### config.mk
export PLATFORM = sky130hd
export DESIGN_NAME = bank_reader
export DESIGN_NICKNAME = d
export VERILOG_FILES = /design/src/rtl/bank_reader.sv
export SDC_FILE = /design/constraint.sdc
export NUM_CORES = 1
export LEC_CHECK = 0
export CELL_PAD_IN_SITES_DETAIL_PLACEMENT = 0
export CELL_PAD_IN_SITES_GLOBAL_PLACEMENT = 1
export CORE_AREA = 2 2 438 440
export DETAILED_ROUTE_END_ITERATION = 12
export DIE_AREA = 0 0 440 442
export GPL_TIMING_DRIVEN = 0
export PLACE_DENSITY_LB_ADDON = 0.1
export SYNTH_ARGS = -nofsm -noshare
export SYNTH_HDL_FRONTEND = slang
export SYNTH_SLANG_ARGS = --single-unit
### constraint.sdc
create_clock -name clk -period 3.08 [get_ports clk]
set_clock_uncertainty 0.05 [all_clocks]
set_input_delay 0.924 -clock clk [delete_from_list [all_inputs] [get_ports clk]]
set_output_delay 0.924 -clock clk [all_outputs]
set_load 0.05 [all_outputs]
### src/rtl/bank_reader.sv
// bank_reader: reads SIZE RAM banks in parallel, one shared address per cycle,
// and streams each bank line out through a 2-entry valid/ready FIFO.
// Optional feature macro: BANK_READER_LAST_EN adds the m_last output.
//
// Output handshake: a beat transfers on a rising edge where m_valid and
// m_ready are both high; while m_valid=1 and m_ready=0 the beat (m_data,
// m_valid, m_last) holds unchanged until it transfers.
module bank_reader #(
    parameter int SIZE    = 32,
    parameter int WIDTH   = 16,
    parameter int ADDRESS = 10
) (
    input  logic                    clk,
    input  logic                    rst_n,
    input  logic                    start,
    input  logic [ADDRESS-1:0]      base_addr,
    input  logic [ADDRESS:0]        len,
    output logic                    busy,
    output logic                    done,
    output logic [SIZE-1:0]         enb,
    output logic [SIZE-1:0]         web,
    output logic [ADDRESS-1:0]      addrb,
    input  logic [SIZE*WIDTH-1:0]   doutb,
    output logic                    m_valid,
    input  logic                    m_ready,
`ifdef BANK_READER_LAST_EN
    output logic                    m_last,
`endif
    output logic [SIZE*WIDTH-1:0]   m_data
);

    typedef enum logic [1:0] {
        IDLE  = 2'd0,
        RUN   = 2'd1,
        DRAIN = 2'd2
    } state_t;

    localparam logic [ADDRESS:0]   CNT_ONE  = {{ADDRESS{1'b0}}, 1'b1};
    localparam logic [ADDRESS-1:0] ADDR_ONE = {{(ADDRESS-1){1'b0}}, 1'b1};

    // Current FSM state; kept as a named signal so checkers can bind to it.
    state_t state;
    state_t state_next;

    logic [ADDRESS-1:0]    addr_q;      // address of the next read to issue
    logic [ADDRESS:0]      rd_left;     // reads still to issue
    logic [ADDRESS:0]      beats_left;  // beats still to transfer
    logic                  pipe;        // read sampled by the RAM, data on doutb now
    logic [SIZE*WIDTH-1:0] fifo_mem [2];
    logic                  wr_ptr;
    logic                  rd_ptr;
    logic [1:0]            count;

    logic pop;
    logic room;
    logic issue;
    logic accept;
    logic accept_run;
    logic last_issue;
    logic last_pop;

    // Handshake and admission terms shared by the FSM and the datapath.
    always_comb begin
        pop        = m_valid && m_ready;
        // Entries held + data already returning - a beat leaving now must stay
        // below 2, so the next-cycle capture of this read always finds room.
        room       = ({1'b0, count} + {2'b00, pipe}) < (3'd2 + {2'b00, pop});
        accept     = (state == IDLE) && start;
        accept_run = accept && (len != '0);
        last_issue = issue && (rd_left == CNT_ONE);
        last_pop   = pop && (beats_left == CNT_ONE);
    end

    // State register.
    always_ff @(posedge clk or negedge rst_n) begin
        if (!rst_n) begin
            state <= IDLE;
        end else begin
            state <= state_next;
        end
    end

    // Next-state logic: RUN while reads remain, DRAIN until the last beat leaves.
    always_comb begin
        state_next = state;
        case (state)
            IDLE:    if (accept_run) state_next = RUN;
            RUN:     if (last_issue) state_next = DRAIN;
            DRAIN:   if (last_pop)   state_next = IDLE;
            default: state_next = IDLE;
        endcase
    end

    // FSM outputs: busy flag and the read enable broadcast to every bank.
    always_comb begin
        busy  = (state != IDLE);
        issue = (state == RUN) && room;
        enb   = {SIZE{issue}};
    end

    assign web     = '0;
    assign addrb   = addr_q;
    assign m_valid = (count != 2'd0);
    assign m_data  = fifo_mem[rd_ptr];

`ifdef BANK_READER_LAST_EN
    // The head beat is the final one exactly when one beat remains to transfer.
    assign m_last = m_valid && (beats_left == CNT_ONE);
`endif

    // Burst bookkeeping: address walk, read/beat counters, done pulse.
    always_ff @(posedge clk or negedge rst_n) begin
        if (!rst_n) begin
            addr_q     <= '0;
            rd_left    <= '0;
            beats_left <= '0;
            pipe       <= 1'b0;
            done       <= 1'b0;
        end else begin
            pipe <= issue;
            done <= last_pop || (accept && (len == '0));
            if (accept_run) begin
                addr_q     <= base_addr;
                rd_left    <= len;
                beats_left <= len;
            end else begin
                if (issue) begin
                    addr_q  <= addr_q + ADDR_ONE;
                    rd_left <= rd_left - CNT_ONE;
                end
                if (pop) begin
                    beats_left <= beats_left - CNT_ONE;
                end
            end
        end
    end

    // Two-entry output FIFO fed by RAM data one cycle after the RAM sampled enb.
    always_ff @(posedge clk or negedge rst_n) begin
        if (!rst_n) begin
            fifo_mem[0] <= '0;
            fifo_mem[1] <= '0;
            wr_ptr      <= 1'b0;
            rd_ptr      <= 1'b0;
            count       <= 2'd0;
        end else begin
            if (pipe) begin
                fifo_mem[wr_ptr] <= doutb;
                wr_ptr           <= ~wr_ptr;
            end
            if (pop) begin
                rd_ptr <= ~rd_ptr;
            end
            count <= count + {1'b0, pipe} - {1'b0, pop};
        end
    end

endmodule

==> run summary <==
critical path data arrival time: 2.44 ns
Hold Path Class: input pin to async pin
clk slew on worst S/H paths: 0.06 ns
Tcrit/Tclk final: 111%
CTS Sinks: 1,064
Yosys warning count: 0
area post-placement: 60,600 sq um
vias per cell: 4.30
num ports: 1,126
worst r2r path cells: 5
outcome: finished with violations
Rows: 160
setup slack after layout: -0.329 ns
first-pass GRT wire length: 239,000 um
prevailing post-synth register cell: dfrtp_1
number of nets in the layout: 4,858
largest net degree at the start of global routing: 159
via count: 29,900
Initial Util: 24.4%
Worst setup SP type: register
failing checks: negative setup slack
global route total overflow: 0
post-synthesis compound-gate area fraction: 0.923%
Crit Path Category: register to output port
clk_lat worst skew: 0.78 ns
Die Area: 194,000 sq um
CTS tree: yes
Buffers on Ports: 1,093
CTS H-tree lvls: 4
multiplexer share of the synthesized area: 37.4%
drt wl/cell: 24.1 um
Final setup violation count: 735
DRT Pass-1 Iters: 5
fillers: 19,100
gpl congestion: 0.766
Data required, critical path: 2.11 ns
largest family of logic cells by synthesized area: multiplexers
fin area: 63,700 sq um
Chip Width: 440 um
Syn Area/Cell: 15.3 sq um
crit path max fanout: 10
area grow syn2layout: 37.8%
crit end category: output port
Hold Fails Final Rpt: 0
CTS Hold Bufs: 0
maximum clock rate: 293 MHz
max_cap viols: 0
First DRT Iteration DRCs: 978
antenna-violating nets left: 0
Total GRT Usage: 16.9%
area of the core: 190,000 sq um
vias in the first global route: 31,900
Post-synth ARST share: 100%
Syn Inst Count: 3,025
CTS Buf Count: 138
Remaining DRCs: 0
Seq/Total Area, Yosys: 57.6%
Clock Tree Root: clkbuf_16
simple-gate share of the synthesized area: 0.929%
layout cells sized above 1: 55.3%
RSZ-0062 raised after global routing: true
clock buffer depth: 3
worst slew pin tran: 0.983 ns
post-DP HPWL: 124,000 um
initial antenna violation count: 86
Synth Register Bits: 1,064
Yosys cell types: 50
final WL: 168,000 um
post-route minimum period: 3.41 ns
adder-cell share of the synthesized area: 0.244%
post-synthesis xor/xnor area fraction: 0.284%
Slew Limit Fails: 0
Chip Height: 442 um
Post-synth EDFFs: 0
synthesized area: 46,200 sq um
Slew headroom: 34.5%
## layout make-up
class	instances	area, sq um	share of cell area [%]
repair inverters	1	7.51	0.0118
inverters	13	52.6	0.0825
flip-flops and latches	1064	26600	41.8
well taps	2511	3140	4.93
plain buffers	239	1730	2.71
clock inverters	25	324	0.509
clock buffers	227	4180	6.56
repair buffers	1116	8980	14.1
diodes	27	67.6	0.106
multi-input cells	1739	18600	29.2
## sequential cells by signal, summed over array words and instances (netlist names), 2 cells and up
signal      cells
rd_left        11
addrb          10
state           2
count           2
beats_left     11
fifo_mem     1024
## cell usage after synthesis, drive strengths merged, types with 2 or more instances
| cell | number | area (sq um) |
|---|---|---|
| nand3 | 6 | 30.0 |
| nand2b | 2 | 12.5 |
| o31a | 2 | 18.8 |
| or2 | 3 | 18.8 |
| nor3 | 7 | 35.0 |
| xor2 | 3 | 26.3 |
| o32ai | 2 | 17.5 |
| o31ai | 2 | 20.0 |
| nor3b | 2 | 15.0 |
| mux2 | 1536 | 17300 |
| or4 | 3 | 26.3 |
| nand4 | 4 | 25.0 |
| ha | 9 | 113 |
| o21ai | 23 | 115 |
| nor4 | 4 | 25.0 |
| o41ai | 2 | 17.5 |
| or3 | 10 | 68.8 |
| clkbuf | 172 | 646 |
| nor2 | 18 | 67.6 |
| a31o | 2 | 17.5 |
| inv | 13 | 48.8 |
| xnor2 | 12 | 105 |
| buf | 68 | 495 |
| o22ai | 4 | 25.0 |
| a221o | 4 | 40.0 |
| o211ai | 6 | 45.0 |
| nand2 | 20 | 77.6 |
| a21oi | 9 | 45.0 |
| dfrtp | 1064 | 26600 |
## what timing repair did
item | CTS | global route
resized for setup | 2037 | 956
pin swaps | 1 | 1
buffers inserted | 8 | 5
gates cloned | 1 | 3
endpoints found under the setup margin | 1672 | 1428
endpoints found under the hold margin | 0 | 0
## path summary, 6_finish.rpt
| kind | slack, ns | from | endpoint |
|---|---|---|---|
| max in group asynchronous | 0.47 | rst_n | fifo_mem[810] |
| min reg2reg | 0.44 | wr_ptr | wr_ptr |
| max reg2reg | -0.19 | pipe | fifo_mem[247] |
| max | -0.33 | rd_ptr | m_data[259] |
| min | 0.04 | rst_n | fifo_mem[501] |
| min in group clk | 0.44 | wr_ptr | wr_ptr |
## metal layers
layer	vias to the layer above	routed length [um]	share of wire (%)	track usage, %
met5	-	392	0.23	0
met4	66	5390	3.2	5.32
met3	335	12000	7.1	5.88
met2	820	87900	52	30.8
met1	15300	61900	37	18.0
li1	13400	-	-	-
## stage by stage
| step | hold WS, ns | setup slack, ns | TNS (ns) | instances | util (%) |
|---|---|---|---|---|---|
| 2_1_floorplan | 0.413 | 0.0369 | 0 | 3056 | - |
| 3_3_place_gp | 0.427 | -53.92 | - | 6660 | 31.9 |
| 3_5_place_dp | 0.432 | -2.34 | -1651.34 | 6667 | 32.0 |
| 4_1_cts | 0.0244 | -0.649 | -472.80 | 6927 | 34.4 |
| 5_1_grt | 0.0534 | -0.468 | -362.85 | 6943 | 33.6 |
| 6_report | 0.0427 | -0.329 | -152.45 | 6962 | 33.6 |
## cell usage in the layout (no fill, tap or decap), types with 14 or more instances in the layout
cell type           n
buf_4              84
clkbuf_2           42
nand2_1            19
mux2_2           1534
buf_8              14
o21ai_0            20
buf_6              58
clkdlybuf4s50_1   548
clkbuf_1          163
clkbuf_4           15
nor2_1             17
clkbuf_8           49
buf_2             437
clkbuf_16         144
conb_1             32
diode_2            27
dfrtp_1          1061
## logic make-up after synthesis
logic type               count (synthesis)
flip-flops                            1064
multiplexers                          1536
AO/OA/AOI/OAI                           64
XOR/XNOR                                15
AND/OR/NAND/NOR                         83
buffers and inverters                  253
adder cells (fa/ha/maj)                  9
other                                    1
## critical path, stage by stage (launching register included)
cell and delay (ns):
dfrtp_4 0.41, buf_12 0.18, buf_12 0.19, clkbuf_8 0.21, mux2_2 0.38, clkbuf_4 0.23
Power is not shown: default switching activity piles up to over one toggle a cycle in this logic, so the estimate is an artifact.
